==> config.mk <==
export PLATFORM = sky130hd
export DESIGN_NAME = wave_dispatch_sched_flat
export DESIGN_NICKNAME = d
export VERILOG_FILES = /design/src/rtl/wave_dispatch_sched_if.sv /design/src/rtl/wave_dispatch_sched.sv /design/src/flat_wrapper.sv
export SDC_FILE = /design/constraint.sdc
export NUM_CORES = 1
export LEC_CHECK = 0
export CAP_MARGIN = 0
export CORE_MARGIN = 2
export CORE_UTILIZATION = 26
export CTS_BUF_LIST = sky130_fd_sc_hd__clkbuf_4
export DETAILED_ROUTE_END_ITERATION = 10
export MAX_ROUTING_LAYER = met4
export SYNTH_ARGS = -nofsm -noshare
export SYNTH_HDL_FRONTEND = slang
export SYNTH_SLANG_ARGS = --single-unit
==> constraint.sdc <==
create_clock -name clk -period 2.3 [get_ports clk]
set_input_delay 0.345 -clock clk [delete_from_list [all_inputs] [get_ports clk]]
set_output_delay 0.345 -clock clk [all_outputs]
set_load 0.1 [all_outputs]
==> src/rtl/wave_dispatch_sched_if.sv <==
// Bundle of the instruction handshake, the two trigger-queue FIFO ports
// and the playback trigger outputs of the wave dispatch scheduler.
interface wave_dispatch_sched_if #(
    parameter int TW = 8,
    parameter int DW = 16
);
    logic                 in_valid;
    logic [31:0]          in_instr;
    logic                 in_ready;
    logic [1:0]           wr_en;
    logic [DW+TW-1:0]     wr_data;
    logic [1:0]           full;
    logic [1:0]           rd_en;
    logic [DW+TW-1:0]     rd_data0;
    logic [DW+TW-1:0]     rd_data1;
    logic [1:0]           empty;
    logic [1:0]           trig_valid;
    logic [TW-1:0]        trig_word0;
    logic [TW-1:0]        trig_word1;
    logic [1:0]           busy;
    logic                 err;

    modport master (
        output in_valid, in_instr, full, rd_data0, rd_data1, empty,
        input  in_ready, wr_en, wr_data, rd_en, trig_valid, trig_word0, trig_word1, busy, err
    );

    modport slave (
        input  in_valid, in_instr, full, rd_data0, rd_data1, empty,
        output in_ready, wr_en, wr_data, rd_en, trig_valid, trig_word0, trig_word1, busy, err
    );
endinterface

==> src/rtl/wave_dispatch_sched.sv <==
// Decodes fetched instructions into two trigger queues and plays each queue
// back as delayed one-cycle trigger strobes; SYNC stalls dispatch until both drain.
module wave_dispatch_sched #(
    parameter int TW = 8,
    parameter int DW = 16
) (
    input  logic                 clk,
    input  logic                 rst,
    input  logic                 en,
    wave_dispatch_sched_if.slave bus
);
    localparam int         EW      = DW + TW;
    localparam logic [3:0] OP_NOP  = 4'h0;
    localparam logic [3:0] OP_PUSH = 4'h1;
    localparam logic [3:0] OP_SYNC = 4'h2;

    typedef enum logic {D_ACCEPT, D_SYNC_WAIT} disp_e;
    typedef enum logic [1:0] {S_IDLE, S_FETCH, S_WAIT, S_FIRE} sched_e;

    disp_e         disp_q, disp_d;
    logic          err_q, err_d;
    sched_e        st_q   [2];
    sched_e        st_d   [2];
    logic [DW-1:0] cnt_q  [2];
    logic [DW-1:0] cnt_d  [2];
    logic [TW-1:0] pend_q [2];
    logic [TW-1:0] pend_d [2];
    logic [TW-1:0] word_q [2];
    logic [TW-1:0] word_d [2];
    logic [EW-1:0] rd_data[2];

    logic [3:0] op;
    logic       sel;
    logic       in_ready;
    logic       hs;
    logic [1:0] wr_en;
    logic [1:0] rd_en;
    logic [1:0] fire;
    logic [1:0] busy;
    logic       unused_instr;

    assign op           = bus.in_instr[31:28];
    assign sel          = bus.in_instr[27];
    assign rd_data[0]   = bus.rd_data0;
    assign rd_data[1]   = bus.rd_data1;
    assign unused_instr = ^bus.in_instr;

    // Dispatch: PUSH is held off by the target queue's full flag, so in_ready
    // depends combinationally on the presented instruction.
    always_comb begin
        disp_d   = disp_q;
        err_d    = 1'b0;
        wr_en    = 2'b00;
        in_ready = ~rst & en & (disp_q == D_ACCEPT) & ~((op == OP_PUSH) & bus.full[sel]);
        hs       = bus.in_valid & in_ready;
        case (disp_q)
            D_ACCEPT: begin
                if (hs) begin
                    if (op == OP_PUSH) begin
                        wr_en[sel] = 1'b1;
                    end else if (op == OP_SYNC) begin
                        disp_d = D_SYNC_WAIT;
                    end else if (op != OP_NOP) begin
                        err_d = 1'b1;
                    end
                end
            end
            D_SYNC_WAIT: begin
                if ((bus.empty == 2'b11) && (busy == 2'b00)) begin
                    disp_d = D_ACCEPT;
                end
            end
        endcase
    end

    // Per-queue playback: pop, load delay, count down (frozen by en), strobe.
    always_comb begin
        for (int q = 0; q < 2; q++) begin
            st_d[q]   = st_q[q];
            cnt_d[q]  = cnt_q[q];
            pend_d[q] = pend_q[q];
            word_d[q] = word_q[q];
            rd_en[q]  = 1'b0;
            fire[q]   = 1'b0;
            busy[q]   = (st_q[q] != S_IDLE);
            case (st_q[q])
                S_IDLE: begin
                    if (!bus.empty[q]) begin
                        rd_en[q] = 1'b1;
                        st_d[q]  = S_FETCH;
                    end
                end
                S_FETCH: begin
                    cnt_d[q]  = rd_data[q][EW-1:TW];
                    pend_d[q] = rd_data[q][TW-1:0];
                    st_d[q]   = S_WAIT;
                end
                S_WAIT: begin
                    if (cnt_q[q] == '0) begin
                        st_d[q] = S_FIRE;
                    end else if (en) begin
                        cnt_d[q] = cnt_q[q] - DW'(1);
                    end
                end
                S_FIRE: begin
                    fire[q]   = 1'b1;
                    word_d[q] = pend_q[q];
                    if (!bus.empty[q]) begin
                        rd_en[q] = 1'b1;
                        st_d[q]  = S_FETCH;
                    end else begin
                        st_d[q] = S_IDLE;
                    end
                end
            endcase
            rd_en[q] = rd_en[q] & ~rst;
            fire[q]  = fire[q] & ~rst;
        end
    end

    always_ff @(posedge clk) begin
        if (rst) begin
            disp_q <= D_ACCEPT;
            err_q  <= 1'b0;
            for (int q = 0; q < 2; q++) begin
                st_q[q]   <= S_IDLE;
                cnt_q[q]  <= '0;
                pend_q[q] <= '0;
                word_q[q] <= '0;
            end
        end else begin
            disp_q <= disp_d;
            err_q  <= err_d;
            for (int q = 0; q < 2; q++) begin
                st_q[q]   <= st_d[q];
                cnt_q[q]  <= cnt_d[q];
                pend_q[q] <= pend_d[q];
                word_q[q] <= word_d[q];
            end
        end
    end

    assign bus.in_ready   = in_ready;
    assign bus.wr_en      = wr_en;
    assign bus.wr_data    = {bus.in_instr[DW+7:8], bus.in_instr[TW-1:0]};
    assign bus.rd_en      = rd_en;
    assign bus.trig_valid = fire;
    assign bus.trig_word0 = fire[0] ? pend_q[0] : word_q[0];
    assign bus.trig_word1 = fire[1] ? pend_q[1] : word_q[1];
    assign bus.busy       = busy;
    assign bus.err        = err_q;
endmodule
==> src/flat_wrapper.sv <==
// flat-port wrapper written by rule: the top's interface ports become plain ports
module wave_dispatch_sched_flat 
#(
    parameter int TW = 8,
    parameter int DW = 16
)
  (clk, rst, en, bus_in_valid, bus_in_instr, bus_full, bus_rd_data0, bus_rd_data1, bus_empty, bus_in_ready, bus_wr_en, bus_wr_data, bus_rd_en, bus_trig_valid, bus_trig_word0, bus_trig_word1, bus_busy, bus_err);
  wave_dispatch_sched_if #(.TW(TW), .DW(DW)) bus_i ();
  input  logic clk;
  input  logic rst;
  input  logic en;
  input wire logic [$bits(bus_i.in_valid)-1:0] bus_in_valid;
  input wire logic [$bits(bus_i.in_instr)-1:0] bus_in_instr;
  input wire logic [$bits(bus_i.full)-1:0] bus_full;
  input wire logic [$bits(bus_i.rd_data0)-1:0] bus_rd_data0;
  input wire logic [$bits(bus_i.rd_data1)-1:0] bus_rd_data1;
  input wire logic [$bits(bus_i.empty)-1:0] bus_empty;
  output wire logic [$bits(bus_i.in_ready)-1:0] bus_in_ready;
  output wire logic [$bits(bus_i.wr_en)-1:0] bus_wr_en;
  output wire logic [$bits(bus_i.wr_data)-1:0] bus_wr_data;
  output wire logic [$bits(bus_i.rd_en)-1:0] bus_rd_en;
  output wire logic [$bits(bus_i.trig_valid)-1:0] bus_trig_valid;
  output wire logic [$bits(bus_i.trig_word0)-1:0] bus_trig_word0;
  output wire logic [$bits(bus_i.trig_word1)-1:0] bus_trig_word1;
  output wire logic [$bits(bus_i.busy)-1:0] bus_busy;
  output wire logic [$bits(bus_i.err)-1:0] bus_err;
  assign bus_i.in_valid = bus_in_valid;
  assign bus_i.in_instr = bus_in_instr;
  assign bus_i.full = bus_full;
  assign bus_i.rd_data0 = bus_rd_data0;
  assign bus_i.rd_data1 = bus_rd_data1;
  assign bus_i.empty = bus_empty;
  assign bus_in_ready = bus_i.in_ready;
  assign bus_wr_en = bus_i.wr_en;
  assign bus_wr_data = bus_i.wr_data;
  assign bus_rd_en = bus_i.rd_en;
  assign bus_trig_valid = bus_i.trig_valid;
  assign bus_trig_word0 = bus_i.trig_word0;
  assign bus_trig_word1 = bus_i.trig_word1;
  assign bus_busy = bus_i.busy;
  assign bus_err = bus_i.err;
  wave_dispatch_sched #(.TW(TW), .DW(DW)) u_core (.clk(clk), .rst(rst), .en(en), .bus(bus_i));
endmodule
; ---- Yosys cells after proc, flatten, opt, wreduce, memory -nomap -nowiden
; Memories as Yosys holds them, arrays and structs flattened.
; Cells that the tools add are included.
[word_totals]
register_bits = 2
ramBits = 68
inputBits = 88
output_inout_bits = 50
memories = 4
[memory_table]
columns = name, depth, width, read_ports, rd_clocked_by_memory_dff, wr, line_no
row1 = u_core.cnt_q, 2, 16, 2, 0, 2, wave_dispatch_sched.sv:24  ; logic [DW-1:0] cnt_q [2];
row2 = u_core.pend_q, 2, 8, 2, 0, 2, wave_dispatch_sched.sv:26  ; logic [TW-1:0] pend_q [2];
row3 = u_core.word_q, 2, 8, 2, 0, 2, wave_dispatch_sched.sv:28  ; logic [TW-1:0] word_q [2];
row4 = u_core.st_q, 2, 2, 2, 0, 2, wave_dispatch_sched.sv:22  ; sched_e st_q [2];
[op_classes]
n_addsub = 2
magnitude_cmp = 2
n_eq_ne = 9
n_mux = 50
n_bitwise = 21
n_reduce_logical = 13
[op_table]
columns = cell, n
row1 = two-way mux 16 bit, 6
row2 = two-way mux 8 bit, 10
row3 = case mux 16 bit (2 select lines), 2
row4 = logical NOT 16 bit, 2
row5 = "subtractor 16 x 1 -> 16 bit, second input constant", 2
row6 = two-way mux 1 bit, 19
row7 = two-way mux 2 bit, 9
row8 = case mux 2 bit (4 select lines), 2
row9 = "== test 2 bit, second input constant", 5
row10 = AND 1 bit, 9
row11 = bitwise OR 1 bit, 8
row12 = logical NOT 2 bit, 3
row13 = OR reduction 5 bit, 1
row14 = "== test 2 x 1 -> 1 bit, second input constant", 2
row15 = "== test 4 x 1 -> 1 bit, second input constant", 1
row16 = "== test 4 x 2 -> 1 bit, second input constant", 1
row17 = NOT 1 bit, 4
row18 = nonzero test 2 bit, 2
row19 = nonzero test 4 bit, 1
row20 = OR reduction 2 bit, 2
row21 = logical AND 1 bit, 2
row22 = "less-than comparator 1 x 2 -> 1 bit, second input constant", 1
row23 = case mux 1 bit (2 select lines), 1
row24 = demux 1 bit (select 1 bit), 1
row25 = "greater-or-equal comparator 1 bit, second input constant", 1

; ---- Longest topological paths before layout
[depth]
word_depth = 8
depth_mapped = 8
ltp_nobuf = 7

; ---- Worst setup path after synthesis
; Ideal clock, no wire load.
[synth_timing]
kind = input to output
start = input rst
end = output bus_wr_en[0]
arrival_ns = 3.747
t_required_ns = 1.955
setup_slack_ns = -1.792
stages = 4
n_path_buf = 1
path_cell_list = clkbuf_1 -> nor2_1 -> and3_1 -> nor4bb_1
[synth_between]
elab_chain_len = 7
[synth_rtl]
columns = element, line_no
row1 = "start, declared", flat_wrapper.sv:10  ; input logic rst;
row2 = NOT 1 bit, wave_dispatch_sched.sv:54  ; in_ready = ~rst & en & (disp_q == D_ACCEPT) & ~((op == OP_PUSH) & bus.full[sel]);
row3 = AND 1 bit (3 in series), wave_dispatch_sched.sv:54
row4 = AND 1 bit, wave_dispatch_sched.sv:55  ; hs = bus.in_valid & in_ready;
row5 = two-way mux 2 bit, wave_dispatch_sched.sv:58  ; if (hs) begin
row6 = two-way mux 2 bit, wave_dispatch_sched.sv:56  ; case (disp_q)
row7 = "end, declared", flat_wrapper.sv:19  ; output wire logic [$bits(bus_i.wr_en)-1:0] bus_wr_en;
; Every way passes these cells.

==> run_results.csv <==
group,metric,value,unit
die,die_x,129,µm
timing,slew_viol_final,0,
timing,clock_skew,0.0174,ns
clocking,clock_path_buffers,2,
die,rows,45,
detailed_routing,ant_nets,0,
clocking,cts-root-buf,"clkbuf_4",
layout,instances_no_fill,748,
global_route,overflow,0,
synthesis,yosysUniqueCellTypes,54,
global_route,grt_pass1_wl,17200,µm
global_route,grt_max_degree,40,
synthesis,synth_ff_type,"dfxtp_1",
worst_setup_path,cp.required,1.96,ns
power_and_ir_drop,leakage,2.07,nW
detailed_routing,drt-total-wl,10900,µm
layout,diodes,0,
die,die_h,129,µm
clocking,cts_resized,2,
run_status,status,"finished clean",
detailed_routing,drtIter0Drc,212,
worst_setup_path,path_class,"flip-flop to primary output",
synthesis,async_reset_ff_frac,0,
clocking,postCtsSetupBuffers,0,
synthesis,avgSynthCellArea,8.28,µm²
synthesis,ys_warn_count,0,
clocking,h-tree-depth,3,
worst_setup_path,cp-start-kind,"flip-flop",
global_route,grt_antenna_before_repair,0,
timing,finalSetupViolCount,0,
synthesis,yosysSeqAreaShare,0.345,
worst_setup_path,endpoint_kind,"primary output",
placement,portBuffers,86,
timing,relSlewSlack,0.586,
timing,fin_setup_tns,0,ns
power_and_ir_drop,ir_drop,0.000327,V
worst_setup_path,worstPathArrival,1.85,ns
clocking,cts_tree,"done",
min_path,hold-path-endpoint,"u_core.st_q[0][3]$_SDFFE_PP0P_",
layout,post-route-util,0.358,
clocking,clkSinkCount,70,
detailed_routing,vias,3751,
synthesis,synth_nets,590,
synthesis,syn_area,0.00406,mm²
timing,layout_min_cycle_time,2.19,ns
min_path,hp-start,"rst",
global_route,grt_pass1_vias,3625,
worst_setup_path,ff2ff_path_depth,7,
placement,place.gp.congestion,0.821,
timing,fmax,456,MHz
synthesis,synth_edf_count,0,
synthesis,synth_cells,490,
die,core-area,0.0152,mm²
worst_setup_path,rr_endpoint,"u_core.cnt_q[0][11]$_SDFFE_PP0P_",
layout,area_delta_synth_final,34.1,%
min_path,hold_depth,2,
die,num_io_pins,138,
detailed_routing,first_pass_iters,5,
detailed_routing,drt-vias-per-instance,5.01,
timing,period_share,0.954,
min_path,hold_class,"primary input to flip-flop",
detailed_routing,remaining_drc_errors,0,
synthesis,ys_seq_elements,70,
placement,placed_area,0.00526,mm²
worst_setup_path,r2r_start,"u_core.cnt_q[0][0]$_SDFFE_PP0P_",
clocking,clock_latency,0.44,ns
worst_setup_path,rrSetupSlack,0.18,ns
die,start_util,0.267,
global_route,gr-usage-all-layers,0.134,
placement,hpwl,7760,µm
layout,finalInstanceArea,0.00544,mm²
layout,drive_above_1_share,0.180,
die,dieArea,0.0166,mm²
layout,nets,655,
clocking,cts_hold_buf,0,
timing,hold_violations,0,
timing,worstMarginPinSlew,0.621,ns
detailed_routing,wl_per_cell,14.5,µm
power_and_ir_drop,p_total,6.54,mW
power_and_ir_drop,powerDensity,1200,mW/mm²
clocking,clk_pin_slew,0.14,ns
placement,placed_cells,732,
worst_setup_path,path_max_fanout,9,
flow_run,timing.max_cap.violations,0,
clocking,cts_buffers,9,
timing,rsz0062_at_grt,"no",
Yosys cell counts (2+ instances only):
library cell  number  share of area
a31oi_1            5         0.0077
nand2b_1           4         0.0062
o2bb2ai_1          4         0.0086
a211o_1            2         0.0043
nor4_2             2         0.0062
nor3b_1            4         0.0074
nand3_1            4         0.0049
or4_1              2         0.0037
dfxtp_1           70           0.35
nor4_1             4         0.0062
a211oi_1           3         0.0055
nor4b_1            2         0.0043
o31a_1             2         0.0043
clkbuf_1          24          0.022
mux2i_1           34          0.084
o21ai_0           29          0.036
o32ai_1            3         0.0065
a21o_1             2         0.0037
o21ai_1            8         0.0099
o31ai_1            4         0.0074
buf_4             24          0.044
nor2_1            59          0.055
mux2_2            22          0.061
ha_1              12          0.037
nand4_1            5         0.0077
buf_2              2         0.0025
and3_1             8          0.012
or3_1              2         0.0031
nor3_1            19          0.023
and4b_1            3         0.0074
a221oi_1           3         0.0065
a21oi_1           42          0.052
nor2b_1           13          0.020
nand2_1           25          0.023
inv_1             20          0.018
where the power goes:
group | total [mW] | internal (mW) | leakage (nW) | switching (mW)
Clock | 0.983 | 0.455 | 0.0915 | 0.528
Sequential | 1.84 | 1.53 | 0.571 | 0.320
Combinational | 3.71 | 1.45 | 1.41 | 2.26
flip-flops by register name, summed over array words and instances (netlist names):
signal	flops
u_core.cnt_q	32
u_core.st_q	4
u_core.pend_q	16
u_core.word_q	16
u_core.disp_q	1
u_core.bus.err	1
worst max-delay path, cell delays in order, from the launching register on:
cell and delay [ns]:
dfxtp_1 0.37, ha_1 0.22, nand2b_2 0.22, mux2_2 0.41
buf_12 0.18
metal layers:
layer / wire length (µm) / vias up / global-route usage
met3: 572 / 27 / 0.0299
li1: - / 1855 / -
met1: 5120 / 1770 / 0.167
met5: 0 / - / -
met4: 284 / 0 / 0.0684
met2: 4900 / 99 / 0.203
cells in the final DEF, fill, tap and decap left out, types with 4 or more instances in the layout:
master | netlist | layout
o21ai_0 | 29 | 29
buf_4 | 24 | 23
and3_1 | 8 | 8
o31ai_1 | 4 | 4
dfxtp_1 | 70 | 70
a31oi_1 | 5 | 5
nor3_1 | 19 | 17
o2bb2ai_1 | 4 | 4
clkbuf_4 | 0 | 9
o21ai_1 | 8 | 8
mux2_2 | 22 | 22
nor2b_1 | 13 | 13
clkdlybuf4s50_1 | 0 | 59
nor2_1 | 59 | 59
a21oi_1 | 42 | 41
buf_12 | 0 | 23
nand3_1 | 4 | 4
nand2_1 | 25 | 25
mux2i_1 | 34 | 34
nand4_1 | 5 | 5
nor4_1 | 4 | 4
ha_1 | 12 | 12
inv_1 | 20 | 20
cell type report:
type | instances | area (µm²)
Fill cell | 1554 | 9760
Multi-Input combinational cell | 347 | 2330
Clock buffer | 9 | 67.6
Tap cell | 188 | 235
Timing Repair Buffer | 106 | 1230
Sequential cell | 70 | 1400
Inverter | 21 | 78.8
Clock inverter | 7 | 104
stage by stage:
stage               hold WS [ns]  worst slack [ns]
floorplan                  0.432            -0.163
global placement           0.443             0.162
detailed placement         0.447             0.139
CTS                        0.152            0.0372
global route               0.175            0.0116
finish                     0.179             0.106
worst max path at each step:
stage                                   startpoint  cells past startpoint  slack [ns]                end
floorplan                                      rst                      4       -0.16       bus_rd_en[0]
global placement                                en                      4        0.16       bus_wr_en[0]
detailed placement                              en                      4        0.14       bus_wr_en[0]
CTS                 u_core.st_q[0][2]$_SDFFE_PP0P_                      4        0.04  bus_trig_word1[6]
global route        u_core.st_q[0][1]$_SDFFE_PP0P_                      4        0.01  bus_trig_word0[0]
finish              u_core.st_q[0][1]$_SDFFE_PP0P_                      4        0.11  bus_trig_word0[0]
logic make-up (layout without fill, tap and decap cells):
| group | Yosys count | after routing | share of synthesized area |
|---|---|---|---|
| adder cells (fa/ha/maj) | 12 | 12 | 0.0370 |
| AO/OA/AOI/OAI | 117 | 117 | 0.175 |
| buffers and inverters | 73 | 143 | 0.0922 |
| multiplexers | 56 | 56 | 0.145 |
| AND/OR/NAND/NOR | 162 | 162 | 0.206 |
| flip-flops | 70 | 70 | 0.345 |
No activity file was read; power rests on OpenSTA's default activity.
